<file path="src/rtl/display_render_pkg.sv">
// Shared constants for the display renderer: colours, screen/border edges and paddle row.
// Flash state encodings are used only when DISPLAY_RENDER_FLASH_EN is defined.
package display_render_pkg;

   typedef logic [2:0] colour_t;

   localparam colour_t COLOUR_BLACK = 3'b000;
   localparam colour_t COLOUR_WHITE = 3'b111;
   localparam colour_t COLOUR_RED   = 3'b100;
   localparam colour_t COLOUR_GREEN = 3'b010;

   // Visible area is 0..SCREEN_RIGHT x 0..SCREEN_BOTTOM; the bottom edge has no border
   localparam int SCREEN_RIGHT  = 639;
   localparam int SCREEN_BOTTOM = 479;
   localparam int BORDER_LEFT   = 8;
   localparam int BORDER_RIGHT  = 631;
   localparam int BORDER_TOP    = 8;

   localparam int PLAYER_VSTART = 440;
   localparam int PLAYER_WIDTH  = 8;

   localparam logic [1:0] FLASH_OFF  = 2'd0;
   localparam logic [1:0] FLASH_DARK = 2'd1;
   localparam logic [1:0] FLASH_LIT  = 2'd2;

endpackage

</file>
<file path="src/rtl/display_render_flash_ctrl.sv">
// Win/lose colour source. With DISPLAY_RENDER_FLASH_EN the colour blinks every three
// frames (counted on vsync falling edges); without it the colour is solid.
module flash_ctrl
   import display_render_pkg::*;
(
   input  logic    clk,
   input  logic    reset_n,
   input  logic    vsync,
   input  logic    win,
   input  logic    lose,
   output colour_t flash_rgb,
   output logic    active
);

   assign active = win | lose;

`ifdef DISPLAY_RENDER_FLASH_EN
   logic       vsync_q;
   logic       frame_tick;
   logic [2:0] frame_cnt;
   logic [2:0] cnt_next;
   logic [2:0] cnt_d;
   logic [1:0] state;
   logic [1:0] state_d;

   assign frame_tick = vsync_q & ~vsync;
   assign cnt_next   = frame_cnt + {2'b00, frame_tick};

   // Transitions look at the post-increment count so state and counter switch together
   always_comb begin
      state_d = state;
      cnt_d   = cnt_next;
      case (state)
         FLASH_OFF: begin
            cnt_d = 3'd0;
            if (active) state_d = FLASH_DARK;
         end
         FLASH_DARK: begin
            if (cnt_next == 3'd3) state_d = FLASH_LIT;
         end
         FLASH_LIT: begin
            if (cnt_next == 3'd6) begin
               state_d = FLASH_DARK;
               cnt_d   = 3'd0;
            end
         end
         default: begin
            state_d = FLASH_OFF;
            cnt_d   = 3'd0;
         end
      endcase
      if (!active) begin
         state_d = FLASH_OFF;
         cnt_d   = 3'd0;
      end
   end

   always_ff @(posedge clk or negedge reset_n) begin
      if (!reset_n) begin
         vsync_q   <= 1'b0;
         frame_cnt <= 3'd0;
         state     <= FLASH_OFF;
      end else begin
         vsync_q   <= vsync;
         frame_cnt <= cnt_d;
         state     <= state_d;
      end
   end

   assign flash_rgb = (state == FLASH_LIT) ? (win ? COLOUR_WHITE : COLOUR_RED) : COLOUR_BLACK;
`else
   logic unused_flash;
   assign unused_flash = ^{clk, reset_n, vsync};
   assign flash_rgb    = win ? COLOUR_WHITE : COLOUR_RED;
`endif

endmodule

</file>
<file path="src/rtl/display_render.sv">
// Two-stage pixel renderer: stage 1 registers all hit tests, stage 2 the resolved colour.
// Optional blinking win/lose screen is enabled with DISPLAY_RENDER_FLASH_EN.
module display_render
   import display_render_pkg::*;
#(
   parameter int N_BALLS  = 3,
   parameter int N_BLOCKS = 13,
   parameter int BALL_R2  = 16,
   parameter int CW       = 10
)(
   input  logic                  clk,
   input  logic                  reset_n,
   input  logic [CW-1:0]         hcount,
   input  logic [CW-1:0]         vcount,
   input  logic                  vsync,
   input  logic [N_BALLS*CW-1:0] ball_x,
   input  logic [N_BALLS*CW-1:0] ball_y,
   input  logic [CW-1:0]         left_position,
   input  logic [CW-1:0]         right_position,
   input  logic                  blk_wr,
   input  logic [4:0]            blk_idx,
   input  logic [CW-1:0]         blk_x0,
   input  logic [CW-1:0]         blk_x1,
   input  logic [CW-1:0]         blk_y0,
   input  logic [CW-1:0]         blk_y1,
   input  logic [N_BLOCKS-1:0]   block_to_del,
   input  logic                  win,
   input  logic                  lose,
   output logic [2:0]            rgb,
   output logic                  player_en,
   output logic [N_BLOCKS-1:0]   block_en
);

   localparam logic [CW-1:0] SCR_R   = CW'(SCREEN_RIGHT);
   localparam logic [CW-1:0] SCR_B   = CW'(SCREEN_BOTTOM);
   localparam logic [CW-1:0] BRD_L   = CW'(BORDER_LEFT);
   localparam logic [CW-1:0] BRD_R   = CW'(BORDER_RIGHT);
   localparam logic [CW-1:0] BRD_T   = CW'(BORDER_TOP);
   localparam logic [CW-1:0] PAD_TOP = CW'(PLAYER_VSTART);
   localparam logic [CW-1:0] PAD_BOT = CW'(PLAYER_VSTART + PLAYER_WIDTH);
   localparam logic signed [2*CW+2:0] R2 = (2*CW+3)'(BALL_R2);

   logic [CW-1:0] tbl_x0 [N_BLOCKS];
   logic [CW-1:0] tbl_x1 [N_BLOCKS];
   logic [CW-1:0] tbl_y0 [N_BLOCKS];
   logic [CW-1:0] tbl_y1 [N_BLOCKS];

   colour_t flash_rgb;
   logic    flash_active;

   logic                     ball_hit;
   logic [N_BLOCKS-1:0]      blk_live;
   logic signed [CW:0]       dx;
   logic signed [CW:0]       dy;
   logic signed [2*CW+2:0]   dxe;
   logic signed [2*CW+2:0]   dye;
   logic signed [2*CW+2:0]   dist2;

   logic                s1_off;
   logic                s1_flash;
   colour_t             s1_flash_rgb;
   logic                s1_border;
   logic                s1_ball;
   logic                s1_paddle;
   logic [N_BLOCKS-1:0] s1_live;

   logic [2:0]          rgb_d;
   logic                player_d;
   logic [N_BLOCKS-1:0] block_d;

   flash_ctrl u_flash (
      .clk       (clk),
      .reset_n   (reset_n),
      .vsync     (vsync),
      .win       (win),
      .lose      (lose),
      .flash_rgb (flash_rgb),
      .active    (flash_active)
   );

   // Indices at or above N_BLOCKS match no slot, so such writes drop out naturally
   always_ff @(posedge clk or negedge reset_n) begin
      if (!reset_n) begin
         for (int i = 0; i < N_BLOCKS; i++) begin
            tbl_x0[i] <= '0;
            tbl_x1[i] <= '0;
            tbl_y0[i] <= '0;
            tbl_y1[i] <= '0;
         end
      end else if (blk_wr) begin
         for (int i = 0; i < N_BLOCKS; i++) begin
            if (blk_idx == 5'(i)) begin
               tbl_x0[i] <= blk_x0;
               tbl_x1[i] <= blk_x1;
               tbl_y0[i] <= blk_y0;
               tbl_y1[i] <= blk_y1;
            end
         end
      end
   end

   // Differences are one bit wider and signed, squares sized so the sum never wraps
   always_comb begin
      ball_hit = 1'b0;
      dx       = '0;
      dy       = '0;
      dxe      = '0;
      dye      = '0;
      dist2    = '0;
      for (int i = 0; i < N_BALLS; i++) begin
         dx    = $signed({1'b0, hcount}) - $signed({1'b0, ball_x[i*CW +: CW]});
         dy    = $signed({1'b0, vcount}) - $signed({1'b0, ball_y[i*CW +: CW]});
         dxe   = {{(CW+2){dx[CW]}}, dx};
         dye   = {{(CW+2){dy[CW]}}, dy};
         dist2 = dxe * dxe + dye * dye;
         if (dist2 < R2) ball_hit = 1'b1;
      end
   end

   always_comb begin
      blk_live = '0;
      for (int i = 0; i < N_BLOCKS; i++) begin
         blk_live[i] = (tbl_y0[i] < vcount) && (vcount < tbl_y1[i]) &&
                       (tbl_x0[i] < hcount) && (hcount < tbl_x1[i]) &&
                       !block_to_del[i];
      end
   end

   always_ff @(posedge clk or negedge reset_n) begin
      if (!reset_n) begin
         s1_off       <= 1'b0;
         s1_flash     <= 1'b0;
         s1_flash_rgb <= COLOUR_BLACK;
         s1_border    <= 1'b0;
         s1_ball      <= 1'b0;
         s1_paddle    <= 1'b0;
         s1_live      <= '0;
      end else begin
         s1_off       <= (hcount > SCR_R) || (vcount > SCR_B);
         s1_flash     <= flash_active;
         s1_flash_rgb <= flash_rgb;
         s1_border    <= (hcount < BRD_L) || (hcount > BRD_R) || (vcount < BRD_T);
         s1_ball      <= ball_hit;
         s1_paddle    <= (vcount >= PAD_TOP) && (vcount <= PAD_BOT) &&
                         (hcount >= left_position) && (hcount <= right_position);
         s1_live      <= blk_live;
      end
   end

   // x & -x isolates the lowest live slot, so at most one block_en bit is ever set
   always_comb begin
      rgb_d    = COLOUR_BLACK;
      player_d = 1'b0;
      block_d  = '0;
      if (s1_off) begin
         rgb_d = COLOUR_GREEN;
      end else if (s1_flash) begin
         rgb_d = s1_flash_rgb;
      end else if (s1_border) begin
         rgb_d = COLOUR_GREEN;
      end else if (s1_ball) begin
         rgb_d = COLOUR_WHITE;
      end else if (s1_paddle) begin
         rgb_d    = COLOUR_RED;
         player_d = 1'b1;
      end else if (|s1_live) begin
         rgb_d   = COLOUR_WHITE;
         block_d = s1_live & (~s1_live + N_BLOCKS'(1));
      end
   end

   always_ff @(posedge clk or negedge reset_n) begin
      if (!reset_n) begin
         rgb       <= 3'b000;
         player_en <= 1'b0;
         block_en  <= '0;
      end else begin
         rgb       <= rgb_d;
         player_en <= player_d;
         block_en  <= block_d;
      end
   end

endmodule

</file>
<file path="config.mk">
export PLATFORM = sky130hd
export DESIGN_NAME = display_render
export DESIGN_NICKNAME = d
export VERILOG_FILES = /design/src/rtl/display_render_pkg.sv /design/src/rtl/display_render_flash_ctrl.sv /design/src/rtl/display_render.sv
export SDC_FILE = /design/constraint.sdc
export NUM_CORES = 2
export LEC_CHECK = 0
export CORE_MARGIN = 2
export CORE_UTILIZATION = 67
export CTS_BUF_LIST = sky130_fd_sc_hd__clkbuf_4 sky130_fd_sc_hd__clkbuf_8
export CTS_CLUSTER_DIAMETER = 150
export DETAILED_ROUTE_END_ITERATION = 10
export PLACE_DENSITY = 0.86
export SETUP_SLACK_MARGIN = 0.1
export SLEW_MARGIN = 20
export SYNTH_ARGS = -nofsm -noshare
export SYNTH_HDL_FRONTEND = slang
export SYNTH_SLANG_ARGS = --single-unit
</file>
<file path="constraint.sdc">
create_clock -name clk -period 5.1 [get_ports clk]
set_input_delay 0.51 -clock clk [delete_from_list [all_inputs] [get_ports clk]]
set_output_delay 0.51 -clock clk [all_outputs]
set_load 0.01 [all_outputs]
</file>
==> flow_summary.toml <==
[status]
status = "complete, but fails checks"
violations = "negative setup slack"

[clock_network]
cts_root_buffer = "clkbuf_8"
cts_max_level = 3
cts_buffer_depth = 3
cts_tree = "yes"
clock_sinks = 557
clkTransAtPathRegs_ns = 0.09
clkLatencyLatePin_ns = 0.70
cts-buffers-inserted = 87

[routing]
vias = 49200
remaining_drc_errors = 0
vias_per_cell = 6.13
first_pass_iters = 8
drt-total-wl_mm = 192
wire_per_inst_um = 23.9
dr.first_iter.drc_count = 4771
ant_nets = 0

[grt]
antenna_found_initial = 20
grt_pass1_wl_mm = 288
grt_max_degree = 136
grt_overflow_total = 0
grt_pass1_vias = 53800
track_usage_pct = 41.5

[floorplan]
fp.dieArea_um2 = 91300
dieWidth_um = 302
core_um2 = 88200
ioPinCount = 181
die_y_um = 302
rows = 109
initial_core_util_pct = 67.5

[yosys]
synthCells = 5799
netlist_area_um2 = 59600
synth.distinct_cells = 72
synthArstFlopShare_pct = 100
ys_top_cells_by_count = "1222 x inv_1, 807 x ha_1, 734 x fa_1, 557 x dfrtp_1, 449 x mux2_2"
yosysTopAreaCell = "fa_1"
yosysTopAreaCellShare_pct = 24.7
synthTopCellsByArea = "fa_1 25%, dfrtp_1 23%, ha_1 17%"
synth_edf_count = 0
syn_nets = 7504
postSynthAreaPerCell_um2 = 10.3
ys_warn_count = 0
ys_seq_area_share_pct = 23.4
synthFlopType = "dfrtp_1"
yosysMostFrequentCell = "inv_1"
synth-seq-cells = 557

[job]
drv_cap = 0

[cells_and_area]
final_core_util_pct = 82.7
multiInputGateArea_um2 = 42300
final_nets = 8472
syn_to_final_growth_pct = 22.5
fillers = 4563
final_area_um2 = 73000
seq_area_um2 = 13900
drive_gt1_share_pct = 27.4

[worst_setup_path]
cpMaxStageDelayCell = "fa_1"
crit_type = "in -> reg"
cp_common_cell = "fa_1"
path_max_fanout = 5
arrival_ns = 9.24
crit_path_end_kind = "register"
cp_data_required_time_ns = 5.75
critPathLaunchType = "input pin"
cp_slowest_stage_delay_ns = 0.59

[timing]
min_period_ns = 8.59
finClkSkew_ns = 0.0308
max_freq_mhz = 116
finalSetupViolations = 1
maxSlewViolCount = 0
maxSlewHeadroom_pct = 24.2
finalCritPeriodShare_pct = 168
rsz0062_at_grt = "true"
hold_viol_final = 0
tightest_slew_ns = 1.14
whs_ns = 0.353
layout_setup_ws_ns = -3.49

[place]
port_buffers = 179
place_ws_ns = -4.36
hpwl_mm = 135
place.gp.congestion = 0.986
postPlaceCellArea_um2 = 68400

[min_path]
hold_class = "in -> reg"
## timing repair
action	in CTS	in global routing
resized for setup	353	96
buffers inserted	101	26
hold endpoints to repair	113	0
hold buffers	1	0
pin swaps	274	116
setup endpoints to repair	1	1
## state kept, by name (all words and copies together) (netlist names), 2 cells and up
name and count:
tbl_y0 130, tbl_y1 130, tbl_x1 130, block_en 13
tbl_x0 130, rgb 3, s1_live 13, s1_flash_rgb 2
## critical path, delay by kind of cell
family | cells | cell delay (ns)
fa+ha+maj | 10 | 4.47
compound gates | 11 | 2.08
buf+inv | 9 | 1.12
simple gates | 6 | 1.08
## per-layer routing
metal	routed length (um)	global-route usage (%)
met4	18100	31.9
met5	54	0
met1	65900	48.4
met2	88300	66.4
met3	19100	10.1
## per-stage QoR
stage | instances | TNS, ns
3_3_place_gp | 7716 | -4.24
6_report | 8015 | -3.49
3_5_place_dp | 7716 | -4.36
5_1_grt | 8008 | -3.61
4_1_cts | 7971 | -2.86
2_1_floorplan | 5799 | -3.18
## layout make-up
class / instances / share of cell area, %
inverters: 1242 / 6.48
clock inverters: 23 / 0.231
clock buffers: 131 / 2.33
repair buffers: 1013 / 11.8
diodes: 18 / 0.0617
well taps: 1165 / 2.00
multi-input cells: 3866 / 58.0
flip-flops and latches: 557 / 19.1
## final timing paths
path                                 start              end  slack, ns  cells past startpoint
worst min register to register  s1_live[1]      block_en[2]       0.49                      1
worst min-delay path                   win  s1_flash_rgb[1]       0.35                      1
worst max register to register  tbl_y1[51]       s1_live[7]       1.70                     10
min in group asynchronous          reset_n      tbl_y0[102]       0.53                      2
worst max-delay path            ball_x[10]          s1_ball      -3.49                     36
max in group asynchronous          reset_n        tbl_x1[1]       3.25                      3
## cells in the final DEF (no fill, tap or decap), types with 14 or more instances in the layout
cell type	Yosys	final
a21o_1	213	213
buf_6	0	38
clkinv_2	0	15
fa_1	734	660
clkdlybuf4s50_1	0	154
buf_4	0	759
xor2_1	28	22
o21ai_2	0	28
ha_1	807	762
mux2_2	449	449
nor4_1	19	18
nor2b_1	43	38
o21ai_1	61	41
nand3_1	25	21
o21ai_0	170	157
a21oi_2	0	27
dlygate4sd2_1	0	14
a211oi_1	50	44
diode_2	0	18
nor3_1	22	22
clkbuf_4	0	16
nor2_4	0	24
and2_1	24	23
dfrtp_1	557	557
nand2b_1	79	76
inv_1	1222	1157
clkbuf_8	0	115
xnor2_1	80	73
nor2_1	313	263
nand2_1	349	323
o211ai_1	58	58
fa_2	0	74
ha_4	0	37
buf_12	0	36
nand2_2	0	20
a21oi_1	132	103
inv_2	16	65
nand4_1	14	14
nor2_2	0	26
## cell families (layout without fill, tap and decap cells)
| family | Yosys count | in the layout | synth area share, % |
|---|---|---|---|
| adders and majority gates | 1541 | 1541 | 41.6 |
| buffers and inverters | 1376 | 2409 | 8.68 |
| xor gates and xnor gates | 108 | 108 | 1.59 |
| other | 1 | 19 | 0.00630 |
| AOI/OAI and AO/OA | 787 | 787 | 8.51 |
| DFF | 557 | 557 | 23.4 |
| muxes | 458 | 458 | 8.64 |
| and+or+nand+nor | 971 | 971 | 7.55 |
Power is left out: the tool's default activity adds up to more than one toggle a clock period on the data nets, which glitch-free logic cannot reach.
